`config.mk`:
```
export PLATFORM = sky130hd
export DESIGN_NAME = popcount11_unary_gen
export DESIGN_NICKNAME = d
export VERILOG_FILES = /design/src/rtl/popcount11_unary_gen.sv
export SDC_FILE = /design/constraint.sdc
export NUM_CORES = 1
export LEC_CHECK = 0
export BUFFER_PORTS_ARGS = -buffer_cell sky130_fd_sc_hd__buf_2
export CAP_MARGIN = 10
export CORE_MARGIN = 2
export CORE_UTILIZATION = 51
export CTS_CLUSTER_SIZE = 12
export DETAILED_ROUTE_END_ITERATION = 8
export GPL_TIMING_DRIVEN = 0
export HOLD_SLACK_MARGIN = 0.03
export PLACE_DENSITY = 0.87
export RECOVER_POWER = 100
export SLEW_MARGIN = 0
export SYNTH_ARGS = -nofsm -noshare
export SYNTH_HDL_FRONTEND = slang
export SYNTH_SLANG_ARGS = --single-unit
```
`constraint.sdc`:
```
create_clock -name clk -period 2 [get_ports clk]
set_clock_uncertainty 0.05 [all_clocks]
set_input_delay 0.2 -clock clk [delete_from_list [all_inputs] [get_ports clk]]
set_output_delay 0.2 -clock clk [all_outputs]
set_load 0.02 [all_outputs]
```
`src/rtl/popcount11_unary_gen.sv`:
```
// Count-to-unary generator: turns a count 0..N_BITS into an N_BITS-wide thermometer
// word and streams the same pattern one bit per valid/ready handshake.
module popcount11_unary_gen #(
    parameter int N_BITS = 11,
    parameter int CW     = $clog2(N_BITS + 1),
    parameter int ORDER  = 0
) (
    input  logic              clk,
    input  logic              rst,
    input  logic [CW-1:0]     in_count,
    input  logic              in_valid,
    output logic              in_ready,
    output logic              out_bit,
    output logic              out_valid,
    input  logic              out_ready,
    output logic              out_last,
    output logic [N_BITS-1:0] out_word,
    output logic              sat,
    output logic [0:0]        dbg_state
);

    // Handshakes: a transfer happens on a rising clk edge where valid and ready are
    // both high; valid never waits on ready, and the payload holds while valid & !ready.

    localparam logic [CW-1:0] MAX_CNT  = CW'(N_BITS);
    localparam logic [CW-1:0] LAST_IDX = CW'(N_BITS - 1);

    typedef enum logic [0:0] {
        IDLE  = 1'b0,
        SHIFT = 1'b1
    } state_t;

    state_t              state;
    state_t              state_nxt;
    logic [CW-1:0]       idx;
    logic [CW-1:0]       count_sat;
    logic [CW-1:0]       cnt_in_sat;
    logic [N_BITS-1:0]   therm;
    logic                accept;
    logic                advance;

    always_comb begin
        cnt_in_sat = (in_count > MAX_CNT) ? MAX_CNT : in_count;
    end

    always_comb begin
        therm = '0;
        for (int i = 0; i < N_BITS; i++) begin
            therm[i] = (CW'(i) < cnt_in_sat);
        end
    end

    always_ff @(posedge clk or posedge rst) begin
        if (rst) begin
            state <= IDLE;
        end else begin
            state <= state_nxt;
        end
    end

    // Outputs decode only registered state, so no input reaches an output combinationally.
    always_comb begin
        state_nxt = state;
        in_ready  = 1'b0;
        out_valid = 1'b0;
        out_bit   = 1'b0;
        out_last  = 1'b0;
        case (state)
            IDLE: begin
                in_ready = 1'b1;
                if (in_valid) begin
                    state_nxt = SHIFT;
                end
            end
            SHIFT: begin
                out_valid = 1'b1;
                out_last  = (idx == LAST_IDX);
                if (ORDER == 0) begin
                    out_bit = (idx < count_sat);
                end else begin
                    out_bit = (idx >= (MAX_CNT - count_sat));
                end
                if (out_ready && out_last) begin
                    state_nxt = IDLE;
                end
            end
            default: state_nxt = IDLE;
        endcase
    end

    assign accept    = in_valid & in_ready;
    assign advance   = out_valid & out_ready;
    assign dbg_state = state;

    always_ff @(posedge clk or posedge rst) begin
        if (rst) begin
            idx       <= '0;
            count_sat <= '0;
            out_word  <= '0;
            sat       <= 1'b0;
        end else if (accept) begin
            idx       <= '0;
            count_sat <= cnt_in_sat;
            out_word  <= therm;
            sat       <= (in_count > MAX_CNT);
        end else if (advance) begin
            // Wrap to zero after the last bit so idx is clean while idle.
            idx <= out_last ? '0 : idx + 1'b1;
        end
    end

endmodule
```
==> out/summary.txt <==
status - finished, final reports clean
final setup TNS - 0 ns
Post-Synthesis Cells - 111
crit end category - output pin
Post-Syn Nets - 124
Adder-Cell Fraction of Synth Area - 0.06112
Synth Area in Compound Gates - 0.1797
ANT nets after route - 0
number of port buffers - 21
sequential share of power - 0.368
Max Root-Sink Buffers - 2
Worst Slack Setup Final - 0.06537 ns
Ys Warns - 0
Final setup violation count - 0
commonest cells after routing, fill and taps aside - 21 x clkbuf_1, 20 x dfrtp_1, 17 x nand2_1, 11 x o21ai_0, 9 x inv_1
Psw - 0.0007973 W
max cap viols - 0
Critical Path Sink - out_bit
clock-pin slew on the worst setup and hold paths - 0.12 ns
Post-synth EDFFs - 0
drt via density - 5.347
Crit Reg-Reg Startpoint - idx[0]$_DFFE_PP0P_
first-pass GRT wire length - 3.746 mm
total die area - 2381 um^2
CTS root buf - clkbuf_4
Final Hold Violating Endpoints - 0
CP max FO - 3
worst path required time - 1.75 ns
CTS resizes - 0
critical path startpoint - idx[3]$_DFFE_PP0P_
fin crit period - 1.935 ns
TritonRoute pass-1 iters - 4
RSZ-0062 raised after global routing - false
share of layout cells above drive strength 1 - 0.1286
fin area - 1225 um^2
total global routing overflow - 0
fmax - 0.5169 GHz
Die Height - 48.80 um
PwrDens - 1589 nW/um^2
Cell Rows - 16
post-synthesis sequential area ratio - 0.4890
fin crit share - 0.9673
vias in the first global route - 847
Ports - 25
Starting Density - 0.5326
drc violations - 0
CTS Sinks - 20
initial antenna violation count - 0
Worst Path Arrival - 1.68 ns
FF+latch count, synth - 20
wire per inst - 12.36 um
sequential cell area - 500.5 um^2
Syn Area/Cell - 9.221 um^2
TritonCTS clock tree - yes
startpoint types - flip-flop
largest area contributor in the netlist - dfrtp_1
Core ar. - 1922 um^2
nets - 154
Post-Synth Simple-Gate Area - 0.1822
Die X - 48.80 um
Sw Share - 0.4096
pin count of the biggest net entering global routing - 21
DP Area - 1162 um^2
Reg-to-Reg End - idx[2]$_DFFE_PP0P_
worst slack, placed - 0.4282 ns
Synth Area in XOR/XNOR - 0
Area Growth Syn to Fin - 19.68%
clock network fraction of total power - 0.171
Ant. Diodes - 0
proportion of synthesized area in mux cells - 0.009780
Mapped Area - 1023 um^2
Layout fillers - 168
share of Yosys cell area claimed by the top area cell type - 0.4890
Hold Crit Depth - 3
Internal - 0.001149 W
largest family of logic cells by synthesized area - simple AND/OR/NAND/NOR gates
Reg2Reg Setup Slack - 0.45 ns
Synth area leaders - dfrtp_1 49%, nand2_1 6.2%, ha_1 6.1%
worst IR drop on VDD - 0.0008191 V
Worst Tran Pin Value - 0.7452 ns
Total GRT Usage - 0.2092
Vias - 893
CTS buffer count - 3
Combinational Power Share - 0.461
Slew Viols, Final - 0
H-tree depth - 1
clk_lat worst skew - 0.30 ns
GPL Wtd Cong - 0.7707
crit path kind - flip-flop to output pin
post-DP HPWL - 1.425 mm
Leak Pwr - 0.5950 nW
commonest non-fill, non-tap cell in the layout - clkbuf_1
FF-to-FF path depth - 5
total wire length - 2.064 mm
area of the multi-input gates - 441.7 um^2
Hold WC Path Type - primary input to flip-flop
Most used DFF post-synth - dfrtp_1
Max transition margin - 0.5027
Post-synth ARST share - 1.000
synth unique cells - 32
violation count after the first detailed-routing iteration - 24
-- worst max-delay path, cell delays in order, from the launching register on --
cell and delay (ns):
dfrtp_1 0.41, ha_1 0.32, a211o_1 0.26, a31oi_1 0.19, buf_2 0.20
-- cells by family (layout without fill, tap and decap cells) --
logic type	after synthesis	count (layout)
AND/OR/NAND/NOR	38	38
buffers and inverters	17	46
AO/OA/AOI/OAI	30	30
flip-flops	20	20
adder cells (fa/ha/maj)	5	5
multiplexers	1	1
-- metal layers --
metal,part of all wire,wire length (um),global-route usage,up-vias
met5,0,0,0,-
li1,-,-,-,435
met3,0.044,90,0.05215,9
met2,0.48,998,0.3288,31
met1,0.43,894,0.2490,418
met4,0.039,81,0.1524,0
-- power by group through the flow --
stage               Combinational [W]  Sequential [W]  Clock [W]
finish                       0.000897        0.000717   0.000332
global placement             0.000847        0.000711          0
floorplan                    0.000494        0.000836          0
detailed placement           0.000878        0.000722          0
global route                 0.000999        0.000743   0.000365
CTS                          0.000899        0.000716   0.000338
-- sequential cells by signal, indices dropped and copies added, names as in the netlist --
name,flops
dbg_state,1
out_word,11
count_sat,3
idx,4
sat,1
-- area by class of cell --
cell class	instances	share of cell area
well taps	27	0.02758
plain buffers	8	0.03677
clock buffers	3	0.01839
inverters	9	0.02758
clock inverters	1	0.02451
multi-input cells	74	0.3606
flip-flops and latches	20	0.4086
repair buffers	25	0.09602
-- cell usage after synthesis (2+ instances only) --
library cell and instances:
a21o_1 3, a21oi_1 7, a31oi_1 3, buf_4 2, clkbuf_1 4, dfrtp_1 20
ha_1 5, inv_1 9, nand2_1 17, nand2b_1 3, nor2_1 6, nor2b_1 2
o21ai_0 11
-- how the worst min path moves through the flow --
stage          slack [ns]         from                  endpoint
6_report             0.13  in_count[0]   out_word[2]$_DFFE_PP0N_
2_1_floorplan        0.11          rst  count_sat[0]$_DFFE_PP0N_
3_3_place_gp         0.31          rst        idx[2]$_DFFE_PP0P_
4_1_cts              0.12  in_count[0]   out_word[2]$_DFFE_PP0N_
5_1_grt              0.12  in_count[0]   out_word[2]$_DFFE_PP0N_
3_5_place_dp         0.32          rst   out_word[7]$_DFFE_PP0N_
-- timing repair --
| item | 4_1_cts | 5_1_grt |
|---|---|---|
| hold endpoints to repair | 20 | 0 |
| hold buffers | 1 | 0 |
| endpoints found under the setup margin | 0 | 1 |
| buffers inserted | 0 | 3 |
-- metrics by stage --
stage | total power, W | utilization | std cells | hold WS [ns]
2_1_floorplan | 0.001330 | - | 111 | 0.1138
3_3_place_gp | 0.001559 | 0.6048 | 159 | 0.3099
3_5_place_dp | 0.001599 | 0.6048 | 159 | 0.3197
4_1_cts | 0.001953 | 0.6374 | 164 | 0.1212
5_1_grt | 0.002107 | 0.6374 | 167 | 0.1227
6_report | 0.001947 | 0.6374 | 167 | 0.1287
No activity file was read; power rests on OpenSTA's default activity.
